===== src/rtl/lemmings_splat_fsm.sv =====
// lemmings_splat_fsm: per-lemming walk/fall/dig controller with a fall-height
// limit. A fall lasting more than FALL_LIMIT cycles ends in a terminal SPLAT
// state that only reset can leave.
//
// Optional feature macro: LEMMINGS_BUMP_CNT_EN
//   When defined, adds the bump_count output, a BUMP_W-bit wrapping count of
//   bump-induced turns. When undefined the port and its register are absent.
//
// All outputs are registered and decoded from the next state, so each output
// is a pure function of the current state with no path from the inputs.

module lemmings_splat_fsm #(
    parameter int FALL_LIMIT = 20,
    parameter int BUMP_W     = 8
) (
    input  logic              clk,
    input  logic              reset,
    input  logic              bump_left,
    input  logic              bump_right,
    input  logic              ground,
    input  logic              dig,
    output logic              walk_left,
    output logic              walk_right,
    output logic              aaah,
    output logic              digging,
    output logic              splat
`ifdef LEMMINGS_BUMP_CNT_EN
    ,
    output logic [BUMP_W-1:0] bump_count
`endif
);

    // Wide enough to hold the saturated value FALL_LIMIT itself.
    localparam int FCNT_W = $clog2(FALL_LIMIT + 1);
    localparam logic [FCNT_W-1:0] FCNT_MAX = FCNT_W'(FALL_LIMIT);

    // Reject parameter values the counter logic cannot represent.
    if (FALL_LIMIT < 1 || BUMP_W < 1) begin : g_param_check
        $error("lemmings_splat_fsm: FALL_LIMIT and BUMP_W must both be >= 1");
    end

    typedef enum logic [2:0] {
        S_WL    = 3'd0,
        S_WR    = 3'd1,
        S_FL    = 3'd2,
        S_FR    = 3'd3,
        S_DL    = 3'd4,
        S_DR    = 3'd5,
        S_SPLAT = 3'd6
    } state_t;

    state_t              state_q;
    state_t              state_d;
    logic [FCNT_W-1:0]   fall_cnt_q;
    logic [FCNT_W-1:0]   fall_cnt_d;
    logic                bump_turn;

    // Saturating increment of the fall length; never wraps past FALL_LIMIT.
    function automatic logic [FCNT_W-1:0] fall_inc(input logic [FCNT_W-1:0] cnt);
        if (cnt >= FCNT_MAX) begin
            return FCNT_MAX;
        end
        return cnt + FCNT_W'(1);
    endfunction

    // Next-state logic; fall_cnt defaults to zero so it stays cleared outside falls.
    always_comb begin
        state_d    = state_q;
        fall_cnt_d = '0;
        bump_turn  = 1'b0;
        case (state_q)
            S_WL: begin
                if (!ground) begin
                    state_d = S_FL;
                end else if (dig) begin
                    state_d = S_DL;
                end else if (bump_left) begin
                    state_d   = S_WR;
                    bump_turn = 1'b1;
                end
            end
            S_WR: begin
                if (!ground) begin
                    state_d = S_FR;
                end else if (dig) begin
                    state_d = S_DR;
                end else if (bump_right) begin
                    state_d   = S_WL;
                    bump_turn = 1'b1;
                end
            end
            S_FL: begin
                if (!ground) begin
                    fall_cnt_d = fall_inc(fall_cnt_q);
                end else if (fall_cnt_q >= FCNT_MAX) begin
                    state_d = S_SPLAT;
                end else begin
                    state_d = S_WL;
                end
            end
            S_FR: begin
                if (!ground) begin
                    fall_cnt_d = fall_inc(fall_cnt_q);
                end else if (fall_cnt_q >= FCNT_MAX) begin
                    state_d = S_SPLAT;
                end else begin
                    state_d = S_WR;
                end
            end
            S_DL: begin
                if (!ground) begin
                    state_d = S_FL;
                end
            end
            S_DR: begin
                if (!ground) begin
                    state_d = S_FR;
                end
            end
            S_SPLAT: begin
                state_d = S_SPLAT;
            end
            default: begin
                state_d = S_WL;
            end
        endcase
    end

    // State, fall counter and registered one-hot status outputs.
    always_ff @(posedge clk) begin
        if (reset) begin
            state_q    <= S_WL;
            fall_cnt_q <= '0;
            walk_left  <= 1'b1;
            walk_right <= 1'b0;
            aaah       <= 1'b0;
            digging    <= 1'b0;
            splat      <= 1'b0;
        end else begin
            state_q    <= state_d;
            fall_cnt_q <= fall_cnt_d;
            walk_left  <= (state_d == S_WL);
            walk_right <= (state_d == S_WR);
            aaah       <= (state_d == S_FL) || (state_d == S_FR);
            digging    <= (state_d == S_DL) || (state_d == S_DR);
            splat      <= (state_d == S_SPLAT);
        end
    end

`ifdef LEMMINGS_BUMP_CNT_EN
    // Count bump-caused turns; wraps naturally, frozen in SPLAT since no turn occurs there.
    always_ff @(posedge clk) begin
        if (reset) begin
            bump_count <= '0;
        end else if (bump_turn) begin
            bump_count <= bump_count + BUMP_W'(1);
        end
    end
`else
    // bump_turn only feeds the optional counter.
    logic unused_bump_turn;
    assign unused_bump_turn = bump_turn;
`endif

endmodule


===== config.mk =====
export PLATFORM = sky130hd
export DESIGN_NAME = lemmings_splat_fsm
export DESIGN_NICKNAME = d
export VERILOG_FILES = /design/src/rtl/lemmings_splat_fsm.sv
export SDC_FILE = /design/constraint.sdc
export NUM_CORES = 1
export LEC_CHECK = 0
export CAP_MARGIN = 20
export CORE_MARGIN = 2
export CORE_UTILIZATION = 42
export CTS_CLUSTER_SIZE = 30
export DETAILED_ROUTE_END_ITERATION = 10
export PLACE_DENSITY = 0.7
export SLEW_MARGIN = 20
export SYNTH_ARGS = -nofsm -noshare
export SYNTH_HDL_FRONTEND = slang
export SYNTH_SLANG_ARGS = --single-unit

===== constraint.sdc =====
create_clock -name clk -period 1.32 [get_ports clk]
set_clock_uncertainty 0.05 [all_clocks]
set_input_delay 0.132 -clock clk [delete_from_list [all_inputs] [get_ports clk]]
set_output_delay 0.132 -clock clk [all_outputs]
set_load 0.03 [all_outputs]

======== Word-level counts from Yosys, hierarchy flattened ========
Index checks and enable logic that the tools add are counted.
cells by class
  add/subtract/negate cells ............... 1
  order comparisons ....................... 1
  equality and inequality tests ........... 12
  mux-type cells .......................... 23
  reduce and logical (&&, ||, !) cells .... 4
operator list
  cell                   number
  $mux W3                12
  $mux W5                5
  $pmux W3 S7            1
  $eq A3 B3 Y1 const B   6
  $eq A3 B2 Y1 const B   4
  $pmux W5 S2            1
  $eq A3 B1 Y1 const B   2
  $logic_not A3 Y1       2
  $add A5 B1 Y5 const B  1
  $ge A5 B5 Y1 const B   1
  $mux W1                4
  $logic_or A1 B1 Y1     2
word-level totals
  register bits after elaboration ......... 13
  input port bits ......................... 6

======== Depth between registers and ports, before layout ========
  word-level depth ........................ 7
  depth in mapped cells ................... 4
  gate-level depth less buffers ........... 4

======== Least setup slack after synthesis ========
Ideal clock, no wire load.
  kind .................................... reg2reg
  start point ............................. register state_q[2]
  end point ............................... register walk_left
  arrival ................................. 1.072 ns
  setup slack ............................. 0.081 ns
  cell stages (with the launch flop) ...... 5
  period minus slack after synthesis ...... 1.239 ns
  cells stage by stage .................... dfxtp_1 nor2_1 a311oi_1 o31ai_4 o211a_1
between the ends
  longest elaborated chain between the ends .. 5
ends and longest elaborated chain
  what                               line    text
  from (decl)                        52      state_t state_q;
  from (signal assigned)             140     state_q <= state_d;
  $mux W3, on equally long branches  87, 77
  $mux W3, on equally long branches  85, 75
  $mux W3, on equally long branches  83, 73
  $pmux W3 S7 *                      71      case (state_q)
  $logic_not A3 Y1 *                 142     walk_left <= (state_d == S_WL);
  to (signal assigned)               142
  to (decl)                          22      output logic walk_left,
Every way passes the cells marked *; elsewhere a longest branch is shown, timed or not.
A chain may end at the register's enable or synchronous reset.

======== Worst setup path after layout ========
  start point ............................. register fall_cnt_q[3]
  end point ............................... register walk_left
between the ends
  longest elaborated chain between the ends .. 5
ends and longest elaborated chain
  what                               line     text
  from (decl)                        54       logic [FCNT_W-1:0] fall_cnt_q;
  from (signal assigned)             141      fall_cnt_q <= fall_cnt_d;
  $ge A5 B5 Y1 *                     95, 104
  $mux W3, on equally long branches  104, 95
  $mux W3, on equally long branches  102, 93
  $pmux W3 S7 *                      71
  $logic_not A3 Y1 *                 142
Marks and branches as above.

==> flow_metrics.env <==
export IMPL_syn_to_final_growth_pct=36.9
export IMPL_hold_buffers=0
export IMPL_holdCritPathClass="in2reg"
export IMPL_whs_ns=0.384
export IMPL_ant_nets=0
export IMPL_finalHoldViolations=0
export IMPL_synth_warning_count=0
export IMPL_clock_latency_ns=0.27
export IMPL_fin_util_pct=60.7
export IMPL_cpMaxStageDelayCell="dfxtp_4"
export IMPL_antenna_found_initial=0
export IMPL_status="complete, no violations"
export IMPL_setup_violations=0
export IMPL_grt_pass1_wl_um=1530
export IMPL_placed_cell_area_um2=719
export IMPL_post_synth_cell_area_avg_um2=10.1
export IMPL_clock_fmax_mhz=779
export IMPL_syn_instance_count=56
export IMPL_clock_sinks=13
export IMPL_chipWidth_um=40.6
export IMPL_antenna_cells=0
export IMPL_synth_edf_count=0
export IMPL_max_stage_delay_ns=0.37
export IMPL_grt_overflow_total=0
export IMPL_gp_congestion=0.791
export IMPL_io_buffers=10
export IMPL_netlist_area_um2=563
export IMPL_drive_gt1_share_pct=33.3
export IMPL_cpLargestDelayFamily="compound AO/OA/AOI/OAI gates"
export IMPL_grt_total_usage_pct=14.8
export IMPL_vias_per_cell=4.89
export IMPL_p_leak_nw=0.328
export IMPL_maxSlewViolCount=0
export IMPL_p_per_area_nw_per_um2=993
export IMPL_period_share_pct=97.2
export IMPL_core_area_um2=1270
export IMPL_ys_seq_elements=13
export IMPL_cp_data_arrival_time_ns=1.45
export IMPL_tns_ns=0
export IMPL_crit_path_end_kind="register"
export IMPL_clk_pin_slew_ns=0.08
export IMPL_cts_buffers=3
export IMPL_initial_core_util_pct=44.4
export IMPL_worst_pin_slew_ns=0.313
export IMPL_ys_types=25
export IMPL_drc=0
export IMPL_wl_per_cell_um=11.5
export IMPL_syn_nets=64
export IMPL_drv_cap=0
export IMPL_num_rows=13
export IMPL_grt_max_degree=9
export IMPL_die_area_um2=1650
export IMPL_critPathBufInv=0
export IMPL_hpwl_um=766
export IMPL_io_pin_count=11
export IMPL_die_h_um=40.6
export IMPL_crit_chain="o21a_1 > o21ai_0 > nand2b_4 > o211a_1"
export IMPL_cts_max_path_buffers=2
export IMPL_period_minus_slack_ns=1.28
export IMPL_cp_max_fo=4
export IMPL_vias=440
export IMPL_crit_path_start_kind="register"
export IMPL_yosysSeqAreaShare_pct=46.2
export IMPL_stdcell_area_um2=771
export IMPL_first_iter_violations=9
export IMPL_htreeDepth=1
export IMPL_ys_flop_type="dfxtp_1"
export IMPL_required_ns=1.49
export IMPL_cts_root_buf="clkbuf_4"
export IMPL_fin_nets=84
export IMPL_drt_pre_antenna_iters=4
export IMPL_cts_tree="built"
export IMPL_wl_um=1030
export IMPL_first_global_vias=404
export IMPL_async_reset_ff_share_pct=0
export IMPL_slew_headroom_pct=79.1
export IMPL_peakVddDrop_uv=609
export IMPL_path_class="reg2reg"
==> tightest hold or removal path: cells and delay by family <==
| kind | cells | cell delay (ns) |
|---|---|---|
| simple gates | 1 | 0.19 |
| buf+inv | 1 | 0.32 |
| compound gates | 1 | 0.04 |
==> power by group <==
group / internal (mW) / total, mW / switching [mW]
logic: 0.0517 / 0.110 / 0.0582
registers: 0.405 / 0.417 / 0.0114
clock network: 0.117 / 0.239 / 0.122
total: 0.574 / 0.766 / 0.192
==> registers in the layout (all words and copies together) (netlist names) <==
register	count
walk_left	1
state_q	3
fall_cnt_q	5
digging	1
aaah	1
walk_right	1
splat	1
==> cells in the final DEF (no fill, tap or decap), types with 2 or more instances in the layout <==
master	synthesis	layout
a21oi_1	3	2
dfxtp_2	0	4
dfxtp_1	13	7
nor2_1	7	6
nor2_2	2	3
ha_1	2	2
buf_4	0	5
inv_1	6	6
clkdlybuf4s50_1	0	4
nand2b_4	1	2
dfxtp_4	0	2
nand2b_1	3	2
dlygate4sd2_1	0	6
a31oi_1	3	3
clkbuf_4	0	3
==> through the flow <==
| step | std cells | total power, mW | worst slack [ns] |
|---|---|---|---|
| 2_1_floorplan | 56 | 0.485 | 0.0814 |
| 3_3_place_gp | 86 | 0.535 | -0.237 |
| 3_5_place_dp | 86 | 0.537 | -0.263 |
| 4_1_cts | 90 | 0.772 | 0.00156 |
| 5_1_grt | 90 | 0.803 | -0.0124 |
| 6_report | 90 | 0.766 | 0.0364 |
==> area by class of cell <==
| class | instances | area [um2] |
|---|---|---|
| clock buffer | 4 | 26.3 |
| fill | 111 | 498 |
| inverter | 6 | 22.5 |
| multi-input combinational | 37 | 300 |
| sequential | 13 | 273 |
| tap | 15 | 18.8 |
| timing repair buffer | 15 | 130 |
==> metal layers <==
layer  vias to the layer above  wire [um]  part of all wire [%]  GRT usage (%)
li1                        230          -                     -              -
met1                       200        501                    49           17.2
met2                         8        499                    48           24.2
met3                         2         20                   1.9           4.89
met4                         0         10                  0.97           7.50
met5                         -          0                     0              0
==> path summary, 6_finish.rpt <==
path                            startpoint                  endpoint  slack (ns)  depth (start not counted)
setup / recovery  fall_cnt_q[3]$_SDFF_PP0_      walk_left$_SDFF_PP1_        0.04                          4
hold / removal                      ground  fall_cnt_q[2]$_SDFF_PP0_        0.38                          3
setup reg to reg  fall_cnt_q[3]$_SDFF_PP0_      walk_left$_SDFF_PP1_        0.04                          4
hold reg to reg   fall_cnt_q[0]$_SDFF_PP0_  fall_cnt_q[0]$_SDFF_PP0_        0.42                          1
==> timing repair <==
| item | 4_1_cts | 5_1_grt |
|---|---|---|
| pin swaps | 1 | 2 |
| buffers inserted | 0 | 0 |
| resized for setup | 10 | 8 |
| endpoints found under the setup margin | 7 | 7 |
==> cells by family (layout without fill, tap and decap cells) <==
logic type,Yosys count,after routing,synth area share [%]
compound gates,13,13,19.8
xor+xnor,2,2,3.11
fa+ha+maj,2,2,4.44
buf+inv,6,25,4.00
flops,13,13,46.2
simple gates,20,20,22.4
==> cells in the mapped netlist, types with 2 or more instances <==
library cell	instances	area, um2
dfxtp_1	13	260
nor2_1	7	26.3
inv_1	6	22.5
a21oi_1	3	15.0
a31oi_1	3	18.8
nand2b_1	3	18.8
ha_1	2	25.0
nor2_2	2	12.5
Note: power is estimated with default switching activity, not from simulation.
